==> src/rtl/fridge_cooling_scheduler.sv <==
// Compressor scheduler shared by the fridge and freezer compartments: hysteretic demand,
// minimum on/off protection, round-robin arbitration and a periodic defrost cycle.
module fridge_cooling_scheduler #(
    parameter int TW            = 5,
    parameter int HYST          = 2,
    parameter int MIN_ON        = 8,
    parameter int MIN_OFF       = 6,
    parameter int DEFROST_EVERY = 4,
    parameter int DEFROST_LEN   = 10
) (
    input  logic          clk,
    input  logic          rst_n,
    input  logic          i,
    input  logic [TW-1:0] fgt_set,
    input  logic [TW-1:0] frt_set,
    input  logic [TW-1:0] fg_temp,
    input  logic [TW-1:0] fr_temp,
    input  logic          door_open,
    output logic          comp_on,
    output logic          valve_fr,
    output logic          defrost_on,
    output logic [2:0]    state,
    output logic [2:0]    run_cnt
);

    localparam int T_A     = (MIN_ON > MIN_OFF) ? MIN_ON : MIN_OFF;
    localparam int TMAX    = (T_A > DEFROST_LEN) ? T_A : DEFROST_LEN;
    localparam int TIMER_W = $clog2(TMAX + 1);
    localparam logic [TIMER_W-1:0] TIMER_SAT = {TIMER_W{1'b1}};

    typedef enum logic [2:0] {
        IDLE    = 3'd0,
        COOL_FG = 3'd1,
        COOL_FR = 3'd2,
        HOLD    = 3'd3,
        DEFROST = 3'd4
    } state_t;

    state_t               state_reg, state_next;
    logic [TIMER_W-1:0]   timer_reg, timer_next;
    logic [2:0]           run_cnt_reg, run_cnt_next;
    logic                 rr_reg, rr_next;
    logic [1:0]           dem_reg, dem_next;
    logic                 comp_on_reg, valve_fr_reg, defrost_on_reg;
    logic                 dem_fg, dem_fr, served, other, min_on_done;

    // Index 0 is the fridge, index 1 the freezer.
    logic [TW-1:0] temp_arr [2];
    logic [TW-1:0] set_arr  [2];
    assign temp_arr[0] = fg_temp;
    assign temp_arr[1] = fr_temp;
    assign set_arr[0]  = fgt_set;
    assign set_arr[1]  = frt_set;

    genvar gi;
    generate
        for (gi = 0; gi < 2; gi++) begin : g_dem
            logic [TW:0] temp_ext, set_ext, on_thresh;
            assign temp_ext  = {1'b0, temp_arr[gi]};
            assign set_ext   = {1'b0, set_arr[gi]};
            // One extra bit keeps setpoint+HYST from wrapping at the top of the range.
            assign on_thresh = set_ext + (TW + 1)'(HYST);
            assign dem_next[gi] = (temp_ext > on_thresh) ? 1'b1 :
                                  (temp_ext <= set_ext)  ? 1'b0 : dem_reg[gi];
        end
    endgenerate

    assign dem_fg      = dem_reg[0];
    assign dem_fr      = dem_reg[1];
    assign min_on_done = (timer_reg >= TIMER_W'(MIN_ON - 1));

    always_comb begin
        state_next   = state_reg;
        run_cnt_next = run_cnt_reg;
        rr_next      = rr_reg;
        served       = 1'b0;
        other        = 1'b0;
        case (state_reg)
            IDLE: begin
                if (i && !door_open && (dem_fg || dem_fr)) begin
                    if (dem_fg && dem_fr) begin
                        state_next = rr_reg ? COOL_FR : COOL_FG;
                        rr_next    = ~rr_reg;
                    end else if (dem_fr) begin
                        state_next = COOL_FR;
                    end else begin
                        state_next = COOL_FG;
                    end
                end
            end
            COOL_FG, COOL_FR: begin
                served = (state_reg == COOL_FR) ? dem_fr : dem_fg;
                other  = (state_reg == COOL_FR) ? dem_fg : dem_fr;
                if (min_on_done && !served) begin
                    if (other) begin
                        // Hand the running compressor to the other compartment.
                        state_next = (state_reg == COOL_FR) ? COOL_FG : COOL_FR;
                    end else if (run_cnt_reg >= 3'(DEFROST_EVERY - 1)) begin
                        state_next   = DEFROST;
                        run_cnt_next = 3'd0;
                    end else begin
                        state_next   = HOLD;
                        run_cnt_next = run_cnt_reg + 3'd1;
                    end
                end
            end
            HOLD: begin
                if (timer_reg == TIMER_W'(MIN_OFF - 1))
                    state_next = IDLE;
            end
            DEFROST: begin
                if (timer_reg == TIMER_W'(DEFROST_LEN - 1))
                    state_next = HOLD;
            end
            default: state_next = HOLD;
        endcase
        if (!i) begin
            state_next   = HOLD;
            run_cnt_next = run_cnt_reg;
            rr_next      = rr_reg;
        end
    end

    // Timer restarts on every state change and is pinned at 0 while power is off.
    assign timer_next = ((state_next != state_reg) || !i) ? '0 :
                        (timer_reg == TIMER_SAT) ? timer_reg : timer_reg + 1'b1;

    always_ff @(posedge clk or negedge rst_n) begin
        if (!rst_n) begin
            state_reg      <= HOLD;
            timer_reg      <= '0;
            run_cnt_reg    <= 3'd0;
            rr_reg         <= 1'b1;
            dem_reg        <= 2'b00;
            comp_on_reg    <= 1'b0;
            valve_fr_reg   <= 1'b0;
            defrost_on_reg <= 1'b0;
        end else begin
            state_reg      <= state_next;
            timer_reg      <= timer_next;
            run_cnt_reg    <= run_cnt_next;
            rr_reg         <= rr_next;
            dem_reg        <= dem_next;
            comp_on_reg    <= (state_next == COOL_FG) || (state_next == COOL_FR);
            valve_fr_reg   <= (state_next == COOL_FR);
            defrost_on_reg <= (state_next == DEFROST);
        end
    end

    assign comp_on    = comp_on_reg;
    assign valve_fr   = valve_fr_reg;
    assign defrost_on = defrost_on_reg;
    assign state      = state_reg;
    assign run_cnt    = run_cnt_reg;

endmodule
==> config.mk <==
export PLATFORM = sky130hd
export DESIGN_NAME = fridge_cooling_scheduler
export DESIGN_NICKNAME = d
export VERILOG_FILES = /design/src/rtl/fridge_cooling_scheduler.sv
export SDC_FILE = /design/constraint.sdc
export NUM_CORES = 1
export LEC_CHECK = 0
export BUFFER_PORTS_ARGS = -buffer_cell sky130_fd_sc_hd__clkbuf_2
export CORE_MARGIN = 2
export CORE_UTILIZATION = 40
export DETAILED_ROUTE_END_ITERATION = 6
export PLACE_DENSITY = 0.66
export SETUP_SLACK_MARGIN = 0.1
export SLEW_MARGIN = 25
export SYNTH_ARGS = -nofsm -noshare
export SYNTH_HDL_FRONTEND = slang
export SYNTH_SLANG_ARGS = --single-unit
==> constraint.sdc <==
create_clock -name clk -period 3.59 [get_ports clk]
set_clock_uncertainty 0.1 [all_clocks]
set_input_delay 0.5385 -clock clk [delete_from_list [all_inputs] [get_ports clk]]
set_output_delay 0.5385 -clock clk [all_outputs]
set_load 0.02 [all_outputs]
After elaboration in Yosys (flattened, before gate mapping)
Index checks and enable logic that the tools add are counted.
Cells by class
  add/subtract/negate cells: 4
  $lt $le $gt $ge: 6
  equality and inequality tests: 12
  multiplexer cells: 21
  bitwise logic cells: 2
  reductions and logical operators: 16
Operators by type and width (number)
  3-bit 2-to-1 mux: 8
  5-bit by 2-bit adder with 6-bit output (second input constant): 2
  5-bit by 6-bit greater-than comparator with 1-bit output: 2
  3-bit one-hot mux with 4 select lines: 1
  5-bit <= comparator: 2
  3-bit by 2-bit == test with 1-bit output (second input constant): 3
  4-bit == test (second input constant): 2
  2-bit 2-to-1 mux: 4
  4-bit 2-to-1 mux: 2
  4-bit AND reduction: 2
  3-bit by 1-bit == test with 1-bit output (second input constant): 2
  3-bit == test (second input constant): 2
  1-bit 2-to-1 mux: 6
  4-bit by 1-bit adder with 4-bit output (second input constant): 1
  4-bit by 3-bit == test with 1-bit output (second input constant): 1
  4-bit by 3-bit greater-or-equal comparator with 1-bit output (second input constant): 1
  1-bit logical AND: 4
  2-bit nonzero test: 2
  3-bit by 1-bit adder with 3-bit output (second input constant): 1
  3-bit by 2-bit greater-or-equal comparator with 1-bit output (second input constant): 1
  1-bit zero test: 3
  3-bit zero test: 1
  1-bit logical OR: 3
  3-bit != test: 1
  3 further kinds: 4
Word-level totals
  register bits: 16
  bits of input ports: 24
  output and inout port bits: 9
  logic and storage cells: 70

Longest topological paths before layout
  depth after elaboration: 10
  mapped depth: 8
  mapped depth without buffers: 8

Worst setup path after synthesis
No wires, ideal clock.
  kind: flip-flop to flip-flop
  start point: register run_cnt_reg[0] (netlist: run_cnt[0])
  end point: register timer_reg[0]
  setup time: 0.105 ns
  data arrival time: 2.181 ns
  data required time: 3.385 ns
  setup slack: 1.204 ns
  stages on the path, launching flop included: 9
  buffers on the path: 0
  clock period less this slack: 2.386 ns
  cell sequence: dfrtp_1 ha_1 ha_1 a211oi_1 nand2b_1 a211o_1 o211ai_2 xor2_2 nor4b_1
Between the ends
  longest elaborated chain between the ends: 9
  elaborated cells on any way between the ends: 10
  those cells by class: order compare: 1; eq/ne: 2; mux: 6; reduce/logical: 1
RTL lines
  from (decl): line 41  | logic [2:0] run_cnt_reg, run_cnt_next;
  from (signal assigned): line 141  | run_cnt_reg <= run_cnt_next;
  3-bit by 2-bit greater-or-equal comparator with 1-bit output *: line 98  | end else if (run_cnt_reg >= 3'(DEFROST_EVERY - 1)) begin
  3-bit 2-to-1 mux *: line 98
  3-bit 2-to-1 mux *: line 95  | if (other) begin
  3-bit 2-to-1 mux *: line 94  | if (min_on_done && !served) begin
  3-bit one-hot mux with 4 select lines *: line 78  | case (state_reg)
  3-bit 2-to-1 mux *: line 117  | if (!i) begin
  net state_next[1]: line 39  | state_t state_reg, state_next;
  3-bit != test *: line 125  | assign timer_next = ((state_next != state_reg) || !i) ? '0 :
  1-bit logical OR *: line 125
  2-bit != test (no line) or 4-bit 2-to-1 mux (tied branches)
  to (signal assigned): line 140  | timer_reg <= timer_next;
  to (decl): line 40  | logic [TIMER_W-1:0] timer_reg, timer_next;
The timed path passes the listed nets; every way through them passes the cells marked *.
A chain may end at the register's enable or synchronous reset.

Worst setup path after layout
  start point: register run_cnt_reg[0] (netlist: run_cnt[0])
  end point: register timer_reg[3]
Between the ends
  longest elaborated chain between the ends: 9
  elaborated cells on any way between the ends: 10
  those cells by class: order compare: 1; eq/ne: 2; mux: 6; reduce/logical: 1
RTL lines (line)
  3-bit by 2-bit greater-or-equal comparator with 1-bit output *: 98
  3-bit 2-to-1 mux *: 98
  3-bit 2-to-1 mux *: 95
  3-bit 2-to-1 mux *: 94
  3-bit one-hot mux with 4 select lines *: 78
  3-bit 2-to-1 mux *: 117
  3-bit != test *: 125
  1-bit logical OR *: 125
  2-bit != test (no line) or 4-bit 2-to-1 mux (tied branches)
Mark *: on every way between the ends. The rest lies on a longest branch, timed or not.

==> results.sh <==
export IMPL_drv_cap=0
export IMPL_synth_cell_types=40
export IMPL_cts_buffers=3
export IMPL_synthAdderAreaFrac_pct=20.1
export IMPL_pin_count=33
export IMPL_tns_ps=0
export IMPL_grt_pass1_wl_mm=4.72
export IMPL_power_leakage_nw=0.840
export IMPL_clkSinkCount=16
export IMPL_wl_mm=2.74
export IMPL_path_max_fanout=5
export IMPL_critPathLaunchType="flop"
export IMPL_htreeDepth=1
export IMPL_n_antenna_cell=0
export IMPL_fmax_mhz=394
export IMPL_antenna_found_initial=0
export IMPL_grt_max_degree=17
export IMPL_drtIter0Drc=56
export IMPL_rows=22
export IMPL_die_area_mm2=0.00424
export IMPL_core_mm2=0.00363
export IMPL_routed_via_density=4.98
export IMPL_worstSetupPathType="flop to flop"
export IMPL_firstDrtPassIters=4
export IMPL_rr_worst_depth=8
export IMPL_worstPathCellList="ha_1 -> ha_1 -> a211oi_1 -> mux2i_1 -> nor3_1 -> and4b_4 -> xnor2_2 -> nor4b_1"
export IMPL_yosysTopAreaCellShare_pct=21.8
export IMPL_largest_reg_flops=4
export IMPL_synth_compound_area_share_pct=15.4
export IMPL_cp_end_kind="flop"
export IMPL_initial_core_util_pct=41.1
export IMPL_worst_slew_pin_transition_ps=564
export IMPL_vias=1206
export IMPL_reg2reg_to="timer_reg[3]"
export IMPL_final_common_cell="clkbuf_2"
export IMPL_ff2ff_setup_slack_ps=1050
export IMPL_final_cell_mix="clkbuf_2, ha_1, inv_1"
export IMPL_synth_xor_area_share_pct=6.87
export IMPL_r2r_start="run_cnt[0]"
export IMPL_outcome="finished clean"
export IMPL_synthSimpleGateAreaFrac_pct=22.8
export IMPL_synth_mux_area_share_pct=1.34
export IMPL_portBuffers=32
export IMPL_dpl_hpwl_mm=2.25
export IMPL_synth_area_mm2=0.00149
export IMPL_syn_avg_cell_area_um2=9.21
export IMPL_crit_required_ps=3640
export IMPL_synth_fp_nets=210
export IMPL_die_w_um=65.1
export IMPL_clockBufferDepth=2
export IMPL_syn2layout_area_growth_pct=15.8
export IMPL_max_stage_delay_ps=500
export IMPL_finalCriticalPeriod_ps=2540
export IMPL_grt_usage_pct=14.1
export IMPL_grt_ovfl_total=0
export IMPL_grt_setup_unrepaired="false"
export IMPL_yosys_area_top_type="dfrtp_1"
export IMPL_hold_violations=0
export IMPL_ys_seq_area_share_pct=27.1
export IMPL_fin_nets=243
export IMPL_yosysWarnings=0
export IMPL_synth_top_family_by_area="simple AND/OR/NAND/NOR gates"
export IMPL_setup_viol=0
export IMPL_clk_latency_ps=250
export IMPL_crit_arrival_ps=2590
export IMPL_ant_nets=0
export IMPL_path_clk_slew_ps=60
export IMPL_ys_ff_latch=16
export IMPL_drive_gt1_share_pct=25.3
export IMPL_die_y_um=65.1
export IMPL_cts_resized=0
export IMPL_grt_pass1_vias=1131
export IMPL_post_cts_buffers=0
export IMPL_drc=0
export IMPL_maxSlewViolCount=0
export IMPL_synthTopCellsByArea="dfrtp_1, ha_1, dfstp_2"
export IMPL_hp_class="input pin to async pin"
export IMPL_wl_per_cell_um=11.3
export IMPL_cpMostUsedCell="ha_1"
export IMPL_place_gp_congestion=0.770
export IMPL_cts_hold_buf=0
export IMPL_power_density_mw_per_mm2=456
export IMPL_ir_drop_v=0.000163
export IMPL_syn_inst=162
export IMPL_relSlewSlack_pct=62.2
export IMPL_slowest_stage="a211oi_1"
export IMPL_place_inst=238
export IMPL_cts_tree="done"
export IMPL_layout_cells_non_filler=242
export IMPL_finalCritPeriodShare_pct=70.7
export IMPL_cts_root_buf="clkbuf_8"
-- power by group --
part / leakage [nW] / total (W) / internal [W] / switching, W
Clock: 0.0288 / 0.000162 / 0.0000974 / 0.0000641
Sequential: 0.206 / 0.000296 / 0.000227 / 0.0000690
Combinational: 0.605 / 0.000331 / 0.000157 / 0.000173
-- worst max path at each step --
stage               start            to  slack, ps  cells after the start
3_3_place_gp   run_cnt[0]  timer_reg[3]       1090                      8
4_1_cts        run_cnt[0]  timer_reg[2]       1040                      8
2_1_floorplan  run_cnt[0]  timer_reg[0]       1200                      8
5_1_grt        run_cnt[0]  timer_reg[1]        830                      8
6_report       run_cnt[0]  timer_reg[3]       1050                      8
3_5_place_dp   run_cnt[0]  timer_reg[2]       1070                      8
-- cell type report --
class                      count  area [um2]
fill                         361        1900
multi-input combinational    127         993
sequential                    16         404
timing repair buffer          32         160
tap                           48        60.1
inverter                      15        56.3
clock buffer                   4        55.1
-- layer usage --
layer,GRT usage [%],part of all wire [%],vias to the layer above
met2,24.4,46,27
met3,2.26,3.8,5
met5,0,0,-
met4,5.47,1.6,0
met1,17.6,49,532
li1,-,-,642
-- kinds of logic (layout without fill, tap and decap cells) --
logic type	count (synthesis)	after routing
simple gates	57	57
flops	16	16
xor+xnor	10	10
buf+inv	19	51
compound gates	34	34
fa+ha+maj	24	24
mux	2	2
-- stage by stage --
stage	util (%)	power, W	instance area (um2)	hold WS [ps]	worst slack [ps]
after floorplan	-	0.000569	1490	143	1200
after global placement	46.1	0.000632	1670	386	1090
after detailed placement	46.1	0.000630	1670	385	1070
after CTS	47.6	0.000795	1730	112	1040
after global routing	47.6	0.000844	1730	121	827
final	47.6	0.000788	1730	95.9	1050
-- synthesized netlist by cell type --
library cell and number:
nand3b_1 1, nand2b_1 9, a32o_1 2, a31oi_1 2, xnor2_1 8, o21a_1 4, buf_6 3, o211ai_2 2
nor3b_2 1, and2_1 1, o22ai_1 2, ha_1 24, or3b_1 1, xor2_2 1, dfstp_2 3, and4b_4 1
nor4_1 1, nor2_1 7, a211o_1 1, a31oi_2 1, nor3_1 3, buf_2 1, o21ai_0 11, nand2_1 12
xnor2_2 1, o21ai_2 1, dfrtp_1 13, nand4_1 2, or3_4 1, nand3_1 6, nor4b_1 4, or3_1 1
and2b_2 1, mux2i_1 2, and4b_1 2, a21oi_1 6, a211oi_1 1, inv_1 15, nor2b_1 3, o211ai_1 1
-- critical path: cells and delay by family (launching register included) --
kind | cells | cell delay (ps)
mux | 1 | 140
flops | 1 | 420
fa+ha+maj | 2 | 390
xor+xnor | 1 | 170
compound gates | 1 | 500
simple gates | 3 | 720
Note: power is estimated with default switching activity, not from simulation.
